--- config.mk ---
export PLATFORM = sky130hd
export DESIGN_NAME = ranc_tick_sequencer
export DESIGN_NICKNAME = d
export VERILOG_FILES = /design/src/rtl/ranc_tick_sequencer.sv
export SDC_FILE = /design/constraint.sdc
export NUM_CORES = 1
export LEC_CHECK = 0
export ABC_CLOCK_PERIOD_IN_PS = 27600
export CORE_ASPECT_RATIO = 0.7
export CORE_UTILIZATION = 40
export CTS_CLUSTER_SIZE = 14
export DETAILED_ROUTE_END_ITERATION = 8
export PLACE_DENSITY = 0.64
export SLEW_MARGIN = 20
export SYNTH_ARGS = -nofsm -noshare
export SYNTH_HDL_FRONTEND = slang
export SYNTH_SLANG_ARGS = --single-unit
--- constraint.sdc ---
create_clock -name clk -period 27.6 [get_ports clk]
set_clock_uncertainty 0.2 [all_clocks]
set_input_delay 6.9 -clock clk [delete_from_list [all_inputs] [get_ports clk]]
set_output_delay 6.9 -clock clk [all_outputs]
set_load 0.01 [all_outputs]
--- src/rtl/ranc_tick_sequencer.sv ---
// Host-side tick sequencer for the RANC grid: buffers host packets, feeds core 0's west port,
// waits for quiescence, fires the global tick, then waits for spikes to settle and reports counts.
module ranc_tick_sequencer #(
  parameter int PACKET_WIDTH  = 30,
  parameter int FIFO_DEPTH    = 16,
  parameter int DRAIN_CYCLES  = 32,
  parameter int SETTLE_CYCLES = 1024,
  parameter int COUNT_WIDTH   = 16
) (
  input  logic                    clk,
  input  logic                    rst,
  input  logic                    host_wr_en,
  input  logic [PACKET_WIDTH-1:0] host_packet,
  output logic                    host_full,
  input  logic                    host_tick_req,
  input  logic                    err_clear,
  output logic                    busy,
  output logic                    tick_done,
  output logic [PACKET_WIDTH-1:0] grid_packet_in,
  output logic                    grid_input_buffer_empty,
  input  logic                    grid_ren,
  input  logic                    grid_packet_out_valid,
  input  logic                    grid_token_controller_error,
  input  logic                    grid_scheduler_error,
  output logic                    tick,
  output logic [COUNT_WIDTH-1:0]  tick_count,
  output logic [COUNT_WIDTH-1:0]  spike_count,
  output logic [3:0]              error_flags
);

  // state    | meaning
  // S_IDLE   | waiting for host_tick_req, host may load the FIFO
  // S_INJECT | FIFO head presented to the grid until the FIFO runs dry
  // S_DRAIN  | waiting for DRAIN_CYCLES consecutive cycles without a spike
  // S_TICK   | one-cycle global tick, spike accumulator restarted
  // S_SETTLE | fixed settle window, then the same idle rule as S_DRAIN
  // S_DONE   | publish counts, pulse tick_done
  typedef enum logic [2:0] {S_IDLE, S_INJECT, S_DRAIN, S_TICK, S_SETTLE, S_DONE} state_t;

  localparam int AW  = (FIFO_DEPTH > 1) ? $clog2(FIFO_DEPTH) : 1;
  localparam int ICW = $clog2(DRAIN_CYCLES + 1);
  localparam int SCW = $clog2(SETTLE_CYCLES + 1);
  localparam logic [AW:0]      FIFO_FULL_CNT = (AW + 1)'(FIFO_DEPTH);
  localparam logic [ICW-1:0]   IDLE_LAST     = ICW'(DRAIN_CYCLES - 1);
  localparam logic [SCW-1:0]   SETTLE_END    = SCW'(SETTLE_CYCLES);

  state_t state, state_next;

  logic [PACKET_WIDTH-1:0] mem [FIFO_DEPTH];
  logic [AW-1:0] wr_ptr, rd_ptr;
  logic [AW:0]   fifo_cnt;
  logic          fifo_empty, fifo_full;
  logic          wr_accept, wr_drop, pop, underflow;

  logic [ICW-1:0]         idle_cnt;
  logic [SCW-1:0]         settle_cnt;
  logic                   settle_done, quiet, idle_phase;
  logic [COUNT_WIDTH-1:0] spike_acc, spike_acc_inc;

  assign fifo_empty              = (fifo_cnt == '0);
  assign fifo_full               = (fifo_cnt == FIFO_FULL_CNT);
  assign host_full               = fifo_full || busy;
  assign grid_input_buffer_empty = fifo_empty || (state != S_INJECT);
  assign grid_packet_in          = mem[rd_ptr];

  assign wr_accept = host_wr_en && !host_full;
  assign wr_drop   = host_wr_en && host_full;
  assign pop       = grid_ren && !grid_input_buffer_empty;
  assign underflow = grid_ren && grid_input_buffer_empty;

  assign settle_done = (settle_cnt == SETTLE_END);
  assign idle_phase  = (state == S_DRAIN) || ((state == S_SETTLE) && settle_done);
  assign quiet       = !grid_packet_out_valid && (idle_cnt == IDLE_LAST);

  // Saturating view of the accumulator including this cycle's spike.
  assign spike_acc_inc = (grid_packet_out_valid && (spike_acc != '1)) ? spike_acc + 1'b1 : spike_acc;

  assign tick      = (state == S_TICK);
  assign tick_done = (state == S_DONE);

  always_ff @(posedge clk or posedge rst) begin
    if (rst) begin
      wr_ptr   <= '0;
      rd_ptr   <= '0;
      fifo_cnt <= '0;
      for (int i = 0; i < FIFO_DEPTH; i++) mem[i] <= '0;
    end else begin
      if (wr_accept) begin
        mem[wr_ptr] <= host_packet;
        wr_ptr      <= wr_ptr + 1'b1;
      end
      if (pop) rd_ptr <= rd_ptr + 1'b1;
      case ({wr_accept, pop})
        2'b10:   fifo_cnt <= fifo_cnt + 1'b1;
        2'b01:   fifo_cnt <= fifo_cnt - 1'b1;
        default: fifo_cnt <= fifo_cnt;
      endcase
    end
  end

  always_ff @(posedge clk or posedge rst) begin
    if (rst) begin
      state <= S_IDLE;
      busy  <= 1'b0;
    end else begin
      state <= state_next;
      busy  <= (state_next != S_IDLE);
    end
  end

  always_comb begin
    state_next = state;
    case (state)
      S_IDLE:   if (host_tick_req) state_next = S_INJECT;
      S_INJECT: if (fifo_empty || (pop && fifo_cnt == 1)) state_next = S_DRAIN;
      S_DRAIN:  if (quiet) state_next = S_TICK;
      S_TICK:   state_next = S_SETTLE;
      S_SETTLE: if (settle_done && quiet) state_next = S_DONE;
      S_DONE:   state_next = S_IDLE;
      default:  state_next = S_IDLE;
    endcase
  end

  // Idle counter restarts whenever a quiescence window is not being measured.
  always_ff @(posedge clk or posedge rst) begin
    if (rst) begin
      idle_cnt   <= '0;
      settle_cnt <= '0;
    end else begin
      if (idle_phase && !grid_packet_out_valid) idle_cnt <= idle_cnt + 1'b1;
      else                                      idle_cnt <= '0;
      if (state == S_TICK)                          settle_cnt <= '0;
      else if ((state == S_SETTLE) && !settle_done) settle_cnt <= settle_cnt + 1'b1;
    end
  end

  always_ff @(posedge clk or posedge rst) begin
    if (rst) begin
      spike_acc   <= '0;
      spike_count <= '0;
      tick_count  <= '0;
    end else begin
      if (state == S_TICK) spike_acc <= {{(COUNT_WIDTH-1){1'b0}}, grid_packet_out_valid};
      else                 spike_acc <= spike_acc_inc;
      if (state == S_DONE) begin
        spike_count <= spike_acc_inc;
        tick_count  <= tick_count + 1'b1;
      end
    end
  end

  // A flag raised in the same cycle as err_clear survives the clear.
  always_ff @(posedge clk or posedge rst) begin
    if (rst) error_flags <= '0;
    else     error_flags <= (err_clear ? 4'b0000 : error_flags)
                            | {grid_scheduler_error, grid_token_controller_error, underflow, wr_drop};
  end

endmodule

Yosys cells after proc, flatten, opt, wreduce, memory -nomap -nowiden
Index checks and enable logic that the tools add are counted.
{"block": "totals", "reg_bits": 566, "inputBits": 39, "output_inout_bits": 71, "elab_cells": 97}
{"block": "classes", "n_addsub": 8, "n_lt_le_gt_ge": 3, "n_eq_ne": 13, "mux": 18, "n_bitwise": 3, "reduce_logical": 25}
{"cell": "$bwmux W480", "n": 1}
{"cell": "$bmux W30 S4", "n": 1}
{"cell": "$demux W30 S4", "n": 1}
{"cell": "$mux W30", "n": 3}
{"cell": "$add A16 B1 Y16 const B", "n": 2}
{"cell": "$mux W16", "n": 2}
{"cell": "$mux W11", "n": 2}
{"cell": "$ne A16 B16 Y1 const B", "n": 1}
{"cell": "$pmux W3 S5", "n": 1}
{"cell": "$logic_and A1 B1 Y1", "n": 12}
{"cell": "$mux W3", "n": 4}
{"cell": "$add A11 B1 Y11 const B", "n": 1}
{"cell": "$eq A11 B11 Y1 const B", "n": 1}
{"cell": "$ge A5 B5 Y1 const B", "n": 2}
{"cell": "$not A4 Y5", "n": 2}
{"cell": "$pmux W5 S2", "n": 1}
{"cell": "$add A4 B1 Y4 const B", "n": 2}
{"cell": "$add A6 B1 Y6 const B", "n": 1}
{"cell": "$eq A3 B2 Y1 const B", "n": 2}
{"cell": "$eq A3 B3 Y1 const B", "n": 2}
{"cell": "$eq A6 B5 Y1 const B", "n": 1}
{"cell": "$mux W6", "n": 1}
{"cell": "$add A5 B1 Y5 const B", "n": 1}
{"cell": "$eq A5 B1 Y1 const B", "n": 1}
{"cell": "other kinds (15)", "n": 22}

Longest topological paths before layout
{"block": "depth", "ltp_word": 9, "mapped_depth": 9, "mapped_depth_nobuf": 8}

Worst setup path after synthesis
OpenSTA, ideal clock, no wires.
{"block": "synth_timing", "path_kind": "flip-flop to output port", "from": "register rd_ptr[1]", "to": "output port grid_packet_in[11]", "t_arrival_ps": 1947, "required_ps": 20500, "slack_ps": 18553, "path_stages_with_launch": 6, "path_buffers": 3, "path_cell_list": "dfrtp_1 clkbuf_1 clkbuf_1 clkbuf_1 mux4_2 mux4_2"}
{"block": "synth_via", "elab_chain_len": 4}
{"item": "from (decl)", "line_no": "50", "text": "logic [AW-1:0] wr_ptr, rd_ptr;"}
{"item": "from (signal assigned)", "line_no": "92", "text": "if (pop) rd_ptr <= rd_ptr + 1'b1;"}
{"item": "$not A4 Y5 (implied by the code)", "line_no": "64", "text": "assign grid_packet_in = mem[rd_ptr];"}
{"item": "$bmux W30 S4", "line_no": "64"}
{"item": "$mux W30 (implied by the code) (2 in series)", "line_no": "64"}
{"item": "to (decl)", "line_no": "19", "text": "output logic [PACKET_WIDTH-1:0] grid_packet_in,"}
No other way between the ends. The select of a mux whose other input is x is not followed.

Final worst setup path
{"block": "layout_timing", "from": "register rd_ptr[0]", "to": "output port grid_packet_in[19]"}
The elaborated chain is that of the path after synthesis.

==> impl_results.md <==
- FMAX: 89.3 MHz
- Busiest grt layer: met2
- Global Route Usage Sum: 18.3%
- Cell Area, Synth: 0.0263 mm²
- Worst Setup EP: grid_packet_in[19]
- Grt total ovfl: 0
- Min Tclk post-route: 11190 ps
- Post-synth EDFFs: 0
- Clock latency on the worst-skew pair: 610 ps
- Vias: 14287
- Cell Area, Placed: 0.0278 mm²
- Chip width: 308 µm
- Vias per cell: 5.44
- Avg Synthesized Cell Area: 16.1 µm²
- R2R cell count: 7
- Clk slew on worst S/H paths: 60 ps
- Origin of the worst setup path: rd_ptr[0]
- Max incr delay on CP: 760 ps
- Core Area: 0.0649 mm²
- Nature of the critical path endpoint: output pin
- CTS resizes: 0
- Synth Area in Adders: 0.714%
- VDD IR-drop max: 0.0000592 V
- Vias in the first global route: 15309
- P per Cell Area: 104 mW/mm²
- Cell area after layout: 0.0300 mm²
- Worst endpoint data arrival time: 4090 ps
- Multiplexer area fraction after synthesis: 35.3%
- Synth top area share: 53.9%
- Cell Chain, Critical Path: buf_16 > buf_4 > mux4_2 > mux4_2 > clkdlybuf4s50_1
- Worst setup path class: reg -> out
- Final setup TNS: 0 ps
- Post-synth top area cell: dfrtp_1
- I/O pin count: 110
- Unrepaired setup endpoints after global routing: no
- Crit path max-delay cell type: dfrtp_4
- Most common cell after layout, fill and taps aside: dfrtp_1
- Num rows: 78
- Setup violators final: 0
- Slew margin rel.: 31.8%
- Hold-fix buffers, CTS: 0
- Commonest cells after routing, fill and taps aside: 562 x dfrtp_1, 320 x mux2_2, 143 x mux4_2, 109 x clkdlybuf4s50_1, 102 x mux2_4
- Outcome: complete, no violations
- Synth Area in XOR/XNOR: 1.30%
- RePlAce Congestion: 0.738
- P&R area growth vs syn: 14.0%
- Met3 usage: 2.96%
- #FFs+latches synth: 566
- Met2 global-route usage: 28.0%
- I/O Buffers: 109
- CP max FO: 38
- Period Utilization, post-route: 40.6%
- Reg2Reg Setup Slack: 24080 ps
- Max cap viols: 0
- H-tree Lvls: 2
- Post-synthesis sequential area ratio: 53.9%
- Max Buffers Root-to-Sink: 3
- Syn Nets: 1690
- Critical path's most frequent cell: mux4_2
- Total wire length: 59600 µm
- Die span in y: 217 µm
- Clock sink count: 566
- Final core utilization: 46.2%
- Fraction of layout cells with a size suffix above 1: 41.4%
- Main combinational cell family by area after synthesis: multiplexers
- Number of synthesis warnings: 0
- Met1 Use GR: 27.4%
- Die Area: 0.0668 mm²
- CP Launch Type: register
- Total power: 3.13 mW
- Drc violations: 0
- Reg2reg end: mem[83]
- DRT Pass-1 Iters: 6
- FFs w/ async S/R, synth: 100%
- Predominant post-synthesis flop cell: dfrtp_1
- Post-CTS setup buffers: 0
- First-pass GRT wire length: 94400 µm
- Fin. max-slew vios: 0
- CTS tree: yes
- Root buffer cell: clkbuf_16
- R2r startpoint: fifo_cnt[0]
- Largest net degree at the start of global routing: 107
- Final hold vios: 0
- Number of unique standard cell types used by synthesis: 61
- Synth Area in Compound Gates: 1.69%
- Tightest Hold Check Type: reg -> reg
- Leak pwr: 13.9 nW
- DP Wirelength: 33700 µm
- Worst-Margin Slew: 1010 ps
- Clock buffer count from CTS: 56
- DRT iter0 DRCs: 863
- # diodes: 0
- Post-synthesis simple-gate area fraction: 3.67%
- Initial core utilization: 40.5%
- Req. time, crit path: 20500 ps
- Final nets: 1751
- WL per Instance: 22.7 µm
- DRT antenna net count: 0
- Initial antenna violation count: 2
- Gate Count Post-Synth: 1636
- Area contributors post-synth: dfrtp_1 54%, mux2_2 14%, mux4_2 12%
==> Yosys cell counts, types with 6 or more instances <==
| library cell | n |
|---|---|
| o21ai_0 | 14 |
| ha_1 | 15 |
| clkbuf_1 | 53 |
| o31ai_1 | 9 |
| mux2_4 | 102 |
| nand2_1 | 28 |
| a21oi_1 | 14 |
| or3_1 | 6 |
| buf_6 | 29 |
| nand3_1 | 21 |
| inv_1 | 16 |
| buf_4 | 30 |
| mux2_1 | 59 |
| mux4_1 | 7 |
| nand4_1 | 9 |
| mux2_2 | 320 |
| nor2_1 | 40 |
| and4_1 | 7 |
| and3_1 | 12 |
| xor2_1 | 16 |
| mux4_2 | 143 |
| a31oi_1 | 12 |
| dfrtp_1 | 566 |
| xnor2_1 | 23 |
| mux2i_1 | 7 |
| buf_2 | 13 |
==> cell type report <==
class,count,area (µm²)
Multi-Input combinational cell,922,11200
Timing Repair Buffer,134,1330
Clock inverter,30,467
Fill cell,5563,34900
Tap cell,880,1100
Inverter,17,71.3
Sequential cell,566,14200
Clock buffer,75,1610
==> state kept, by name, indices dropped and copies added, names as in the netlist <==
| name | flops |
|---|---|
| mem | 480 |
| spike_acc | 16 |
| spike_count | 16 |
| tick_count | 16 |
| settle_cnt | 11 |
| idle_cnt | 6 |
| fifo_cnt | 5 |
| error_flags | 4 |
| rd_ptr | 4 |
| wr_ptr | 4 |
| state | 3 |
| busy | 1 |
==> per-layer routing <==
metal,part of all wire (%),vias to the layer above
met4,1.9,4
li1,-,6206
met5,0.047,-
met3,4.0,93
met1,48,7725
met2,46,259
==> how the worst min path moves through the flow <==
| stage | depth (start not counted) | slack, ps | endpoint | startpoint |
|---|---|---|---|---|
| 2_1_floorplan | 1 | 230 | idle_cnt[0] | idle_cnt[0] |
| 3_3_place_gp | 1 | 250 | idle_cnt[0] | idle_cnt[0] |
| 3_5_place_dp | 1 | 260 | idle_cnt[0] | idle_cnt[0] |
| 4_1_cts | 1 | 270 | idle_cnt[0] | idle_cnt[0] |
| 5_1_grt | 1 | 300 | mem[108] | mem[108] |
| 6_report | 1 | 270 | idle_cnt[0] | idle_cnt[0] |
==> through the flow <==
stage	setup WS [ps]	instances	hold slack [ps]
after global routing	16160	2624	301
final	16410	2624	266
after floorplan	4670	1636	232
after CTS	16100	2621	272
after detailed placement	16800	2516	264
after global placement	16830	2516	249
==> worst max-delay path, delay by kind of cell (launching register included) <==
| family | cells | cell delay [ps] |
|---|---|---|
| buf+inv | 3 | 1500 |
| mux | 2 | 1160 |
| flops | 1 | 760 |
==> kinds of logic (layout without fill, tap and decap cells) <==
kind of cell,Yosys count,after routing
adders and majority gates,15,15
xor gates and xnor gates,39,39
muxes,638,638
and+or+nand+nor,166,166
AOI/OAI and AO/OA,64,64
DFF,566,566
buffers and inverters,148,256
==> power breakdown <==
group	leakage (nW)	switching [mW]	internal [mW]
Sequential	7.54	0.204	1.10
Combinational	5.30	0.357	0.610
Clock	1.03	0.333	0.523
Note: power is estimated with default switching activity, not from simulation.
